[config.mk]
export PLATFORM = sky130hd
export DESIGN_NAME = control_unit
export DESIGN_NICKNAME = d
export VERILOG_FILES = /design/src/rtl/opcodes.sv /design/src/rtl/cond_check.sv /design/src/rtl/control_unit.sv
export SDC_FILE = /design/constraint.sdc
export NUM_CORES = 1
export LEC_CHECK = 0
export ABC_AREA = 1
export CAP_MARGIN = 20
export CORE_MARGIN = 3
export CORE_UTILIZATION = 46
export CTS_BUF_LIST = sky130_fd_sc_hd__clkbuf_2
export DETAILED_ROUTE_END_ITERATION = 8
export PLACE_DENSITY_LB_ADDON = 0.12
export REMOVE_ABC_BUFFERS = 1
export SLEW_MARGIN = 20
export SYNTH_ARGS = -nofsm -noshare
export SYNTH_HDL_FRONTEND = slang
export SYNTH_SLANG_ARGS = --single-unit
[constraint.sdc]
create_clock -name Clock -period 2.8 [get_ports Clock]
set_input_delay 0.42 -clock Clock [delete_from_list [all_inputs] [get_ports Clock]]
set_output_delay 0.42 -clock Clock [all_outputs]
set_load 0.01 [all_outputs]
[src/rtl/opcodes.sv]
// Shared encodings for the 16-bit CPU: ALU functions, datapath selects,
// control states, instruction classes, condition codes and flag positions.
package opcodes;

  localparam int unsigned OpcodeW = 8;
  localparam int unsigned FlagsW  = 4;
  localparam int unsigned CondW   = 3;
  localparam int unsigned AluFnW  = 3;
  localparam int unsigned ClassW  = 5;

  localparam int unsigned FlagZ = 3;
  localparam int unsigned FlagC = 2;
  localparam int unsigned FlagV = 1;
  localparam int unsigned FlagN = 0;

  typedef enum logic [AluFnW-1:0] {
    AluAdd  = 3'd0,
    AluSub  = 3'd1,
    AluAnd  = 3'd2,
    AluOr   = 3'd3,
    AluXor  = 3'd4,
    AluAdc  = 3'd5,
    AluSbc  = 3'd6,
    AluPass = 3'd7
  } alu_functions_t;

  typedef enum logic [1:0] {Pc1, PcAluOut, PcLr} pc_sel_t;
  typedef enum logic {Op1Rd1, Op1Pc} op1_sel_t;
  typedef enum logic {Op2Rd2, Op2Imm} op2_sel_t;
  typedef enum logic {ImmShort, ImmLong} imm_sel_t;
  typedef enum logic {WdAlu, WdSys} wd_sel_t;
  typedef enum logic {Rs1Ir, Rs1Rd} rs1_sel_t;
  typedef enum logic {LrPc, LrSys} lr_sel_t;

  typedef enum logic [3:0] {
    FETCH_A, FETCH_D, EXEC, LD_A, LD_D, ST_A, ST_P, ST_D, BL_B, HALT
  } state_t;

  // Opcode[7:3] class codes; ALU classes only look at the top two bits
  localparam logic [1:0]        ClsAluReg = 2'b00;
  localparam logic [1:0]        ClsAluImm = 2'b01;
  localparam logic [ClassW-1:0] ClsLdw    = 5'b10000;
  localparam logic [ClassW-1:0] ClsStw    = 5'b10001;
  localparam logic [ClassW-1:0] ClsBcc    = 5'b11000;
  localparam logic [ClassW-1:0] ClsBl     = 5'b11100;
  localparam logic [ClassW-1:0] ClsRet    = 5'b11101;
  localparam logic [ClassW-1:0] ClsHalt   = 5'b11111;

  localparam logic [CondW-1:0] CondAl = 3'b000;
  localparam logic [CondW-1:0] CondEq = 3'b001;
  localparam logic [CondW-1:0] CondNe = 3'b010;
  localparam logic [CondW-1:0] CondCs = 3'b011;
  localparam logic [CondW-1:0] CondCc = 3'b100;
  localparam logic [CondW-1:0] CondMi = 3'b101;
  localparam logic [CondW-1:0] CondPl = 3'b110;
  localparam logic [CondW-1:0] CondVs = 3'b111;

  typedef enum logic [3:0] {
    InstAluReg, InstAluImm, InstLdw, InstStw, InstBcc,
    InstBl, InstRet, InstHalt, InstNop
  } inst_t;

  function automatic inst_t decode_class(input logic [ClassW-1:0] cls);
    inst_t inst;
    inst = InstNop;
    if (cls[ClassW-1 -: 2] == ClsAluReg)      inst = InstAluReg;
    else if (cls[ClassW-1 -: 2] == ClsAluImm) inst = InstAluImm;
    else if (cls == ClsLdw)                   inst = InstLdw;
    else if (cls == ClsStw)                   inst = InstStw;
    else if (cls == ClsBcc)                   inst = InstBcc;
    else if (cls == ClsBl)                    inst = InstBl;
    else if (cls == ClsRet)                   inst = InstRet;
    else if (cls == ClsHalt)                  inst = InstHalt;
    return inst;
  endfunction

endpackage

[src/rtl/cond_check.sv]
// Branch condition evaluation against the stored status flags.
module cond_check
  import opcodes::*;
(
  input  logic [CondW-1:0]  cond,
  input  logic [FlagsW-1:0] status,
  output logic              taken
);

  always_comb begin
    taken = 1'b0;
    case (cond)
      CondAl:  taken = 1'b1;
      CondEq:  taken = status[FlagZ];
      CondNe:  taken = !status[FlagZ];
      CondCs:  taken = status[FlagC];
      CondCc:  taken = !status[FlagC];
      CondMi:  taken = status[FlagN];
      CondPl:  taken = !status[FlagN];
      CondVs:  taken = status[FlagV];
      default: taken = 1'b0;
    endcase
  end

endmodule

[src/rtl/control_unit.sv]
// Multicycle control FSM for the 16-bit CPU: sequences fetch, execute,
// load/store and branch, and drives all datapath selects and bus strobes.
module control_unit
  import opcodes::*;
(
  input  logic                Clock,
  input  logic                Reset,
  input  logic [OpcodeW-1:0]  Opcode,
  input  logic [FlagsW-1:0]   Flags,
  input  logic                Ready,
  output alu_functions_t      AluOp,
  output pc_sel_t             PcSel,
  output op1_sel_t            Op1Sel,
  output op2_sel_t            Op2Sel,
  output imm_sel_t            ImmSel,
  output wd_sel_t             WdSel,
  output rs1_sel_t            Rs1Sel,
  output lr_sel_t             LrSel,
  output logic                AluEn,
  output logic                LrEn,
  output logic                PcEn,
  output logic                MemEn,
  output logic                AluWe,
  output logic                LrWe,
  output logic                PcWe,
  output logic                IrWe,
  output logic                RegWe,
  output logic                CFlag,
  output logic                ALE,
  output logic                nOE,
  output logic                nWE
);

  state_t              state;
  state_t              state_next;
  logic [FlagsW-1:0]   status;
  logic                status_we;
  logic                taken;
  inst_t               inst;

  assign inst  = decode_class(Opcode[OpcodeW-1 -: ClassW]);
  assign CFlag = status[FlagC];

  cond_check u_cond_check (
    .cond   (Opcode[CondW-1:0]),
    .status (status),
    .taken  (taken)
  );

  // State and status register; reset wins over every state including HALT
  always_ff @(posedge Clock) begin
    if (Reset) begin
      state  <= FETCH_A;
      status <= '0;
    end else begin
      state <= state_next;
      if (status_we) status <= Flags;
    end
  end

  // Next state and Moore outputs; everything stays idle while Reset is high
  always_comb begin
    state_next = state;
    status_we  = 1'b0;
    AluOp      = AluPass;
    PcSel      = Pc1;
    Op1Sel     = Op1Rd1;
    Op2Sel     = Op2Rd2;
    ImmSel     = ImmShort;
    WdSel      = WdAlu;
    Rs1Sel     = Rs1Ir;
    LrSel      = LrPc;
    AluEn      = 1'b0;
    LrEn       = 1'b0;
    PcEn       = 1'b0;
    MemEn      = 1'b0;
    AluWe      = 1'b0;
    LrWe       = 1'b0;
    PcWe       = 1'b0;
    IrWe       = 1'b0;
    RegWe      = 1'b0;
    ALE        = 1'b0;
    nOE        = 1'b1;
    nWE        = 1'b1;

    if (!Reset) begin
      case (state)
        FETCH_A: begin
          PcEn       = 1'b1;
          ALE        = 1'b1;
          state_next = FETCH_D;
        end
        FETCH_D: begin
          MemEn = 1'b1;
          nOE   = 1'b0;
          if (Ready) begin
            IrWe       = 1'b1;
            PcSel      = Pc1;
            PcWe       = 1'b1;
            state_next = EXEC;
          end
        end
        EXEC: begin
          state_next = FETCH_A;
          case (inst)
            InstAluReg, InstAluImm: begin
              AluOp     = alu_functions_t'(Opcode[CondW +: AluFnW]);
              Op1Sel    = Op1Rd1;
              Op2Sel    = (inst == InstAluImm) ? Op2Imm : Op2Rd2;
              ImmSel    = ImmShort;
              WdSel     = WdAlu;
              RegWe     = 1'b1;
              status_we = 1'b1;
            end
            InstLdw, InstStw: begin
              Rs1Sel     = Rs1Ir;
              Op1Sel     = Op1Rd1;
              Op2Sel     = Op2Imm;
              ImmSel     = ImmShort;
              AluOp      = AluAdd;
              AluWe      = 1'b1;
              state_next = (inst == InstLdw) ? LD_A : ST_A;
            end
            InstBcc: begin
              Op1Sel = Op1Pc;
              Op2Sel = Op2Imm;
              ImmSel = ImmLong;
              AluOp  = AluAdd;
              PcSel  = PcAluOut;
              PcWe   = taken;
            end
            InstBl: begin
              LrSel      = LrPc;
              LrWe       = 1'b1;
              state_next = BL_B;
            end
            InstRet: begin
              PcSel = PcLr;
              PcWe  = 1'b1;
            end
            InstHalt: state_next = HALT;
            default:  state_next = FETCH_A;
          endcase
        end
        LD_A, ST_A: begin
          AluEn      = 1'b1;
          ALE        = 1'b1;
          state_next = (state == LD_A) ? LD_D : ST_P;
        end
        LD_D: begin
          MemEn = 1'b1;
          nOE   = 1'b0;
          WdSel = WdSys;
          if (Ready) begin
            RegWe      = 1'b1;
            state_next = FETCH_A;
          end
        end
        // Address is latched; route Rd through the ALU to become store data
        ST_P: begin
          Rs1Sel     = Rs1Rd;
          Op1Sel     = Op1Rd1;
          AluOp      = AluPass;
          AluWe      = 1'b1;
          state_next = ST_D;
        end
        ST_D: begin
          AluEn = 1'b1;
          nWE   = 1'b0;
          if (Ready) state_next = FETCH_A;
        end
        BL_B: begin
          Op1Sel     = Op1Pc;
          Op2Sel     = Op2Imm;
          ImmSel     = ImmLong;
          AluOp      = AluAdd;
          PcSel      = PcAluOut;
          PcWe       = 1'b1;
          state_next = FETCH_A;
        end
        HALT:    state_next = HALT;
        default: state_next = FETCH_A;
      endcase
    end
  end

endmodule

==> metrics.csv <==
metric;value;unit
Startpoint Class;primary input;
sw frac;0.416;
Req. time, crit path;2380;ps
Highest Clock Rate;375;MHz
IO Port Bufs;36;
cell area after synthesis;863;sq um
core area;1750;sq um
row count;15;
Die W;49.3;microns
CTS root buffer;clkbuf_2;
worst reg2reg path depth;9;
Final Max Slew Viols;0;
r2r endpoint;state[2];
FF-to-FF setup slack;1490;ps
Int Power;0.000247;W
Period minus WS final;2670;ps
H-tree Lvls;1;
Mean Syn Cell Area;5.46;sq um
pin count of the biggest net entering global routing;14;
pwr dens;336;nW/um^2
full die area;2430;sq um
clock latency on the worst-skew pair;250;ps
Post-synth EDFFs;0;
CP dominant cell by count;nor2_1;
TritonRoute pass-1 iters;4;
maximum root-to-sink buffer count;2;
IO Pins;39;
CTS clk-pin slew, worst paths;80;ps
postcts setup bufs;0;
max-cap violations;0;
Setup crit end kind;output port;
Synth Register Bits;8;
Finished Cell Area;1260;sq um
drc violations;0;
# diodes;0;
CP Launch Point;Opcode[3];
Post-synth ARST share;0;
Vias;1118;
DP Wirelength;2.07;mm
Num CTS Buffers;3;
Syn. warnings;0;
logic gate share of total power;0.504;
ys flop type;dfxtp_1;
Worst R2R Start;state[1];
switching power;0.000177;W
Max FO, Critical Path;5;
fin crit share;0.954;
final wirelength;2.60;mm
Max stage delay on crit path;540;ps
post-layout net count;211;
sequential power share;0.323;
Max rail drop VDD;213;uV
met2 GRT Util;0.422;
Final setup violation count;0;
first-pass GRT wire length;4.50;mm
GRT Util Overall;0.231;
P_leak;0.601;nW
hold buffers post-CTS;0;
GRT busiest layer;met2;
Starting Density;0.495;
Area Overhead vs Synth;46.2;%
Hold Crit Depth;2;
initial antenna violation count;0;
RD Place Congestion;0.863;
GR Layer Usage met3;0.0642;
met1 GRT Util;0.262;
count of cell types in the netlist;23;
Vias/cell;5.11;
DP Area;1230;sq um
GR Overflow Total;0;
vias in the first global route;1073;
die height;49.3;microns
CP max-delay cell;clkdlybuf4s50_1;
Crit Path Category;primary input to output port;
clock group share of total power;0.174;
cell count after placement;216;
sequential share of the synthesized area;0.186;
Setup Skew;2.97;ps
WL per Instance;11.9;microns
WHS;496;ps
Data arrival, critical path;2250;ps
fraction of layout cells with a size suffix above 1;0.0928;
post-route insts no fill;219;
cell breakdown of the critical path;clkdlybuf4s50_1 > inv_1 > nor2_1 > nand3_2 > inv_1 > nor2_1 > nand2_1 > nand3b_1 > nor2_1 > clkdlybuf4s50_1;
Routed Antenna Nets;0;
Fin. Hold Viols;0;
layout filler cell count;162;
hold endpoint;status[3];
Cells after Synth;158;
clock sink count;8;
CTS tree;built;
worst hold start;status[3];
initial DRC count;40;
outcome;finished clean;
Min-Delay Path Class;register to register;
worst max-delay path, delay by kind of cell:
family | cells | cell delay (ps)
simple gates | 6 | 600
buf+inv | 4 | 1230
power by group through the flow:
stage	clock network, W	registers (W)	logic (W)
finish	0.0000736	0.000137	0.000214
global route	0.0000782	0.000139	0.000238
CTS	0.0000760	0.000137	0.000213
detailed placement	0	0.000140	0.000212
global placement	0	0.000139	0.000207
floorplan	0	0.000136	0.000119
logic make-up (layout without fill, tap and decap cells):
kind of cell / after synthesis / in the layout / share of synthesized area
AO/OA/AOI/OAI: 22 / 22 / 0.143
flip-flops: 8 / 8 / 0.186
other: 1 / 2 / 0.00434
AND/OR/NAND/NOR: 95 / 95 / 0.504
buffers and inverters: 32 / 67 / 0.162
routing by layer:
layer / part of all wire / up-vias
li1: - / 579
met5: 0 / -
met3: 0.067 / 2
met2: 0.54 / 38
met1: 0.39 / 499
met4: 0.0023 / 0
worst max-delay path by stage:
stage,to,slack [ps],depth (start not counted)
final,LrWe,130,10
after global routing,LrWe,-2,10
after CTS,LrWe,130,10
after detailed placement,LrWe,130,10
after global placement,LrWe,190,10
after floorplan,ImmSel,1130,4
cell usage after synthesis (3+ instances only):
cell type	number	area, sq um
o21ai_0	7	35.0
dfxtp_1	8	160
a21oi_1	9	45.0
nand2_1	38	143
buf_4	5	37.5
nand3_1	15	75.1
nand2_2	3	18.8
nor2_1	24	90.1
inv_1	23	86.3
nor3_1	4	20.0
nand4_1	6	37.5
through the flow:
stage	power (W)	utilization	setup TNS (ps)	setup WS, ps
6_report	0.000424	0.723	0	130
4_1_cts	0.000425	0.716	0	126
3_3_place_gp	0.000346	0.708	0	195
5_1_grt	0.000455	0.723	-2.34	-2.34
3_5_place_dp	0.000351	0.708	0	127
2_1_floorplan	0.000255	-	0	1130
what timing repair did:
action / 4_1_cts / 5_1_grt
resized for setup: 0 / 5
endpoints found under the setup margin: 0 / 1
hold endpoints to repair: 0 / 0
layout by cell type (no fill, tap or decap), drive strengths merged, types with 3 or more instances in the layout:
| cell | netlist | routed |
|---|---|---|
| nand4 | 6 | 6 |
| dfxtp | 8 | 8 |
| inv | 25 | 25 |
| nor2 | 27 | 27 |
| clkdlybuf4s50 | 0 | 34 |
| nand3 | 15 | 15 |
| a21oi | 9 | 9 |
| buf | 7 | 3 |
| clkbuf | 0 | 3 |
| o21ai | 8 | 8 |
| nand2 | 42 | 42 |
| nor3 | 4 | 4 |
flip-flops by register name, indices dropped and copies added, names as in the netlist:
signal,flops
state,4
status,4
cell type report:
cell class	instances	area (sq um)	share of cell area
sequential	8	160	0.127
multi-input combinational	119	574	0.455
clock buffer	3	15.0	0.0119
tap	25	31.3	0.0248
inverter	25	93.8	0.0743
timing repair buffer	39	388	0.307
Power figures use the tool's default switching activity.
